==> src/rtl/mult_seq_pkg.sv <==
// mult_seq_pkg: shared FSM state type and default widths for the sequential multiplier
package mult_seq_pkg;
    typedef enum logic [1:0] {IDLE, RUN, DONE} state_t;
    localparam int M_DEF = 4;
    localparam int N_DEF = 4;
endpackage

==> src/rtl/rca_nbit.sv <==
// rca_nbit: W-bit ripple-carry adder with carry in and carry out
module rca_nbit #(
    parameter int W = 4
) (
    input  logic [W-1:0] a,
    input  logic [W-1:0] b,
    input  logic         cin,
    output logic [W-1:0] s,
    output logic         co
);
    logic [W:0] c;
    assign c[0] = cin;
    for (genvar i = 0; i < W; i++) begin : g_bit
        assign s[i]   = a[i] ^ b[i] ^ c[i];
        assign c[i+1] = (a[i] & b[i]) | (c[i] & (a[i] ^ b[i]));
    end
    assign co = c[W];
endmodule

==> src/rtl/mult_seq_ctrl.sv <==
// mult_seq_ctrl: shift-add sequential multiplier, one adder, N RUN cycles; MULT_SEQ_ZERO_SKIP_EN finishes zero operands at once
module mult_seq_ctrl
    import mult_seq_pkg::*;
#(
    parameter int M = M_DEF,
    parameter int N = N_DEF
) (
    input  logic           clk,
    input  logic           rst_n,
    input  logic           start,
    input  logic [M-1:0]   a,
    input  logic [N-1:0]   b,
    output logic           ready,
    output logic           busy,
    output logic           done,
    output logic [M+N-1:0] prod
);
    localparam int CW = $clog2(N + 1);
    state_t         state, state_nxt;
    logic [M-1:0]   a_reg, addend, sum;
    logic [N-1:0]   b_reg;
    logic [M+N-1:0] acc, acc_nxt;
    logic [CW-1:0]  cnt;
    logic           co, accept, last, zero;
    assign addend  = {M{b_reg[0]}} & a_reg;
    rca_nbit #(.W(M)) u_rca (
        .a  (acc[M+N-1:N]),
        .b  (addend),
        .cin(1'b0),
        .s  (sum),
        .co (co)
    );
    assign acc_nxt = {co, sum, acc[N-1:1]};
    assign last    = cnt == CW'(N - 1);
`ifdef MULT_SEQ_ZERO_SKIP_EN
    assign zero = (a == '0) || (b == '0);
`else
    assign zero = 1'b0;
`endif
    // status decode and next state; DONE falls back to IDLE unless a new start is taken
    always_comb begin
        ready     = state != RUN;
        busy      = state == RUN;
        done      = state == DONE;
        accept    = start && ready;
        state_nxt = accept ? (zero ? DONE : RUN) : (state == RUN) ? (last ? DONE : RUN) : IDLE;
    end
    // state register
    always_ff @(posedge clk) begin
        if (!rst_n) state <= IDLE;
        else        state <= state_nxt;
    end
    // operand capture, one shift-add step per RUN cycle, product load on DONE entry
    always_ff @(posedge clk) begin
        if (!rst_n) begin
            a_reg <= '0;
            b_reg <= '0;
            acc   <= '0;
            cnt   <= '0;
            prod  <= '0;
        end else if (accept) begin
            a_reg <= a;
            b_reg <= b;
            acc   <= '0;
            cnt   <= '0;
            if (zero) prod <= '0;
        end else if (state == RUN) begin
            acc   <= acc_nxt;
            b_reg <= {acc[0], b_reg[N-1:1]};
            cnt   <= cnt + 1'b1;
            if (last) prod <= acc_nxt;
        end
    end
endmodule

==> config.mk <==
export PLATFORM = sky130hd
export DESIGN_NAME = mult_seq_ctrl
export DESIGN_NICKNAME = d
export VERILOG_FILES = /design/src/rtl/mult_seq_pkg.sv /design/src/rtl/rca_nbit.sv /design/src/rtl/mult_seq_ctrl.sv
export SDC_FILE = /design/constraint.sdc
export NUM_CORES = 1
export LEC_CHECK = 0
export ABC_CLOCK_PERIOD_IN_PS = 6800
export CAP_MARGIN = 20
export CORE_MARGIN = 10
export CORE_UTILIZATION = 45
export DETAILED_ROUTE_END_ITERATION = 8
export GPL_ROUTABILITY_DRIVEN = 0
export GPL_TIMING_DRIVEN = 0
export PLACE_DENSITY_LB_ADDON = 0.05
export SYNTH_ARGS = -nofsm -noshare
export SYNTH_HDL_FRONTEND = slang
export SYNTH_HIERARCHICAL = 1
export SYNTH_SLANG_ARGS = --single-unit
==> constraint.sdc <==
create_clock -name clk -period 6.8 [get_ports clk]
set_input_delay 1.36 -clock clk [delete_from_list [all_inputs] [get_ports clk]]
set_output_delay 1.36 -clock clk [all_outputs]
set_load 0.1 [all_outputs]
## After elaboration in Yosys (flattened, before gate mapping)

Index checks and enable logic that the tools add are counted.

- Register bits: 29
- Input port bits: 11
- Logic and storage cells: 43

- Add/subtract/negate cells: 1
- Eq/ne operators: 4
- Multiplexer cells: 5
- Bitwise gates (word level): 21
- Reduce and logical (&&, ||, !) cells: 5

Operators with widths:

| operator | count |
|---|---|
| $mux W4 | 2 |
| $and A1 B1 Y1 | 7 |
| $xor A1 B1 Y1 | 7 |
| $and A4 B4 Y4 | 1 |
| $add A3 B1 Y3 const B | 1 |
| $eq A3 B2 Y1 const B | 1 |
| $not A1 Y1 | 3 |
| $or A1 B1 Y1 | 3 |
| $reduce_and A3 Y1 | 1 |
| $reduce_or A3 Y1 | 1 |
| $eq A2 B1 Y1 const B | 1 |
| $eq A2 B2 Y1 const B | 1 |
| $mux W1 | 2 |
| $mux W2 | 1 |
| $ne A2 B1 Y1 const B | 1 |
| $reduce_bool A2 Y1 | 1 |
| $reduce_or A2 Y1 | 1 |
| $logic_and A1 B1 Y1 | 1 |

## Depth between registers and ports, before layout

- Depth in word-level cells: 8
- Mapped depth: 11
- Depth with buffers taken out: 11

## Modules after synthesis

The synthesis kept the hierarchy.

Modules (own cells, without submodules):

| module | instances | cells an instance | area an instance (sq um) |
|---|---|---|---|
| mult_seq_ctrl | 1 | 141 | 1166.1 |
| rca_nbit | 1 | 14 | 117.6 |

## Least setup slack after synthesis

Ideal clock, no wire load.

- Path kind: register -> output
- From: reg state[1]
- To: out done
- Arrival: 1740 ps
- Path slack: 3700 ps
- Cell stages (with the launch flop): 2
- Cells stage by stage: dfxtp_1 -> nor2b_1

- Longest elaborated chain between the ends: 1

Ends and longest elaborated chain:

| what | line | RTL |
|---|---|---|
| start, declared | mult_seq_ctrl.sv:19 | `state_t state, state_nxt;` |
| start signal, assigned | mult_seq_ctrl.sv:51 | `else state <= state_nxt;` |
| $eq A2 B2 Y1 | mult_seq_ctrl.sv:44 | `done = state == DONE;` |
| end, declared | mult_seq_ctrl.sv:15 | `output logic done,` |

Every way passes these cells.

## Worst setup path in the final report

- From: reg state[0]
- To: out ready

- Longest elaborated chain between the ends: 1

Ends and longest elaborated chain:

| what | line | RTL |
|---|---|---|
| $ne A2 B1 Y1 | mult_seq_ctrl.sv:42 | `ready = state != RUN;` |
| end, declared | mult_seq_ctrl.sv:13 | `output logic ready,` |

Every way passes these cells.

==> impl_metrics.tcl <==
set metrics [dict create \
    synth.top_cells.by_count "nand2_1 (34), dfxtp_1 (29), nand3_1 (16)" \
    dpl_cell_area_um2 1520 \
    area.growth.synth_to_final_pct 22.6 \
    synthCells 155 \
    drc 0 \
    yosysSeqAreaShare_pct 45.2 \
    wl_per_cell_um 11.6 \
    globalRouteTotalUtil_pct 10.2 \
    antenna_found_initial 0 \
    slew_viol_final 0 \
    numPortBuffers 20 \
    n_antenna_cell 0 \
    grt_overflow_total 0 \
    cts_tree "built" \
    rows 19 \
    p_clk_share_pct 30.9 \
    cts_buffers 5 \
    start_util_pct 47.0 \
    die_w_um 73.4 \
    ys_async_sr_fraction_pct 0 \
    grt_max_degree 11 \
    ys.flop_type "dfxtp_1" \
    switchingPower_uw 88.3 \
    final_area_um2 1570 \
    clock-sinks 29 \
    swShare_pct 27.7 \
    period_share_pct 54.8 \
    tightest_slew_ns 0.978 \
    first_pass_iters 4 \
    clk_latency_ns 0.32 \
    htreeDepth 2 \
    synth_area_um2 1280 \
    yosysWarningCount 6 \
    fin_tns_setup_ns 0 \
    fmax_ghz 0.269 \
    die_y_um 73.4 \
    clock-root-buffer "clkbuf_4" \
    crit_type "reg2out" \
    intPower_uw 231 \
    arrival_ns 2.36 \
    ctsResizeCount 0 \
    route.vias.total 1059 \
    hold_viol 0 \
    irDropWorstVdd_mv 0.153 \
    vias_per_cell 4.95 \
    seqPwrFrac_pct 55.9 \
    dp_hpwl_um 1940 \
    setup_violations 0 \
    final_nets 200 \
    synth.top_cell.area_share_pct 45.2 \
    core_um2 2730 \
    period_needed_ns 3.72 \
    post-synth-top-count-cell "nand2_1" \
    drt_wl_total_um 2480 \
    cts_hold_buf 0 \
    maxCapViolCount 0 \
    reg.largest.list "acc x8, prod x8" \
    ios 22 \
    post-place-ws_ns 3.43 \
    yosys.area.top_type "dfxtp_1" \
    p_leak_nw 0.641 \
    ant_nets 0 \
    synth_area_leaders "dfxtp_1 (45%), nand2_1 (9.9%), fa_1 (6.2%)" \
    synth-seq-cells 29 \
    setup_ws_ns 3.08 \
    drive_gt1_share_pct 9.84 \
    pwr_density_cell_nw_per_um2 203 \
    synth-edff-count 0 \
    startpoint_type "flip-flop" \
    cts_setup_buffers 0 \
    grt_pass1_vias 1011 \
    syn_nets 173 \
    worstPathMaxFanout 10 \
    hold_path.class "reg2reg" \
    end_kind "primary output" \
    comb_power_share_pct 13.1 \
    syn_area_per_cell_um2 8.28 \
    ys_types 27 \
    finalClockSkew_ns 0.00796 \
    worst-endpoint-required_ns 5.44 \
    die_area_um2 5390 \
    outcome "completed" \
    grt_pass1_wl_um 4310 \
    rsz0062_at_grt "false" \
    drt_iter0_markers 48 \
    clockBufferDepth 2 \
    final_core_util_pct 57.6 \
    max_slew_margin_pct 34.6 \
    total_power_uw 319 \
    path_clk_slew_ns 0.10 \
]
==> worst max-delay path, stage by stage (launching register included) <==
cell and delay [ns]:
dfxtp_1 0.34, nor2b_4 0.14, inv_2 0.14, buf_2 0.25, clkdlybuf4s50_1 1.18
==> final cells by class <==
type                       instances  area, um2
fill                             277       1160
multi-input combinational        104        598
sequential                        29        581
timing repair buffer              20        200
buffer                             9       56.3
inverter                          13       48.8
clock buffer                       6       41.3
tap                               31       38.8
clock inverter                     2       10.0
==> layout by cell type (no fill, tap or decap), drive strengths merged <==
cell | Yosys | layout
dfxtp | 29 | 29
nor2b | 2 | 2
nor2 | 4 | 4
and2 | 5 | 5
ha | 3 | 3
nand2 | 34 | 34
xnor2 | 1 | 1
fa | 4 | 4
nand4 | 4 | 4
and3b | 1 | 1
a211oi | 1 | 1
clkdlybuf4s50 | 0 | 20
clkinv | 0 | 2
inv | 13 | 13
nand3 | 16 | 16
buf | 7 | 7
o21ai | 9 | 9
a21oi | 17 | 17
clkbuf | 2 | 8
nand3b | 1 | 1
conb | 1 | 1
o21a | 1 | 1
==> layer usage <==
layer	routed length [um]	GRT usage [%]	vias to the layer above
met5	0	0	-
met4	27	4.35	0
met3	191	5.65	2
met2	1120	15.3	34
met1	1140	11.6	462
li1	-	-	561
==> power by group through the flow <==
stage / registers, mW / clock network [mW] / logic (mW)
2_1_floorplan: 0.182 / 0 / 0.0297
4_1_cts: 0.178 / 0.103 / 0.0424
5_1_grt: 0.179 / 0.112 / 0.0461
3_3_place_gp: 0.182 / 0 / 0.0417
6_report: 0.178 / 0.0986 / 0.0419
3_5_place_dp: 0.182 / 0 / 0.0422
==> cell families (layout without fill, tap and decap cells) <==
group | count (synthesis) | count (layout) | share of synthesized area, %
AND/OR/NAND/NOR | 67 | 67 | 24.6
flip-flops | 29 | 29 | 45.2
AO/OA/AOI/OAI | 28 | 28 | 11.9
buffers and inverters | 22 | 50 | 8.19
adder cells (fa/ha/maj) | 7 | 7 | 9.16
other | 1 | 1 | 0.292
XOR/XNOR | 1 | 1 | 0.682
==> path summary, 6_finish.rpt <==
| path | from | slack, ns | end | cells after the start |
|---|---|---|---|---|
| hold reg to reg | prod[5] | 0.45 | prod[5] | 2 |
| setup / recovery | state[0] | 3.08 | ready | 4 |
| hold / removal | prod[5] | 0.45 | prod[5] | 2 |
| setup reg to reg | b_reg[0] | 4.50 | acc[6] | 11 |
==> metrics by stage <==
| step | hold WS (ns) | instances |
|---|---|---|
| floorplan | 0.431 | 155 |
| global placement | 0.438 | 206 |
| detailed placement | 0.444 | 206 |
| CTS | 0.458 | 214 |
| global route | 0.471 | 214 |
| finish | 0.452 | 214 |
(Power assumes the default switching activity.)
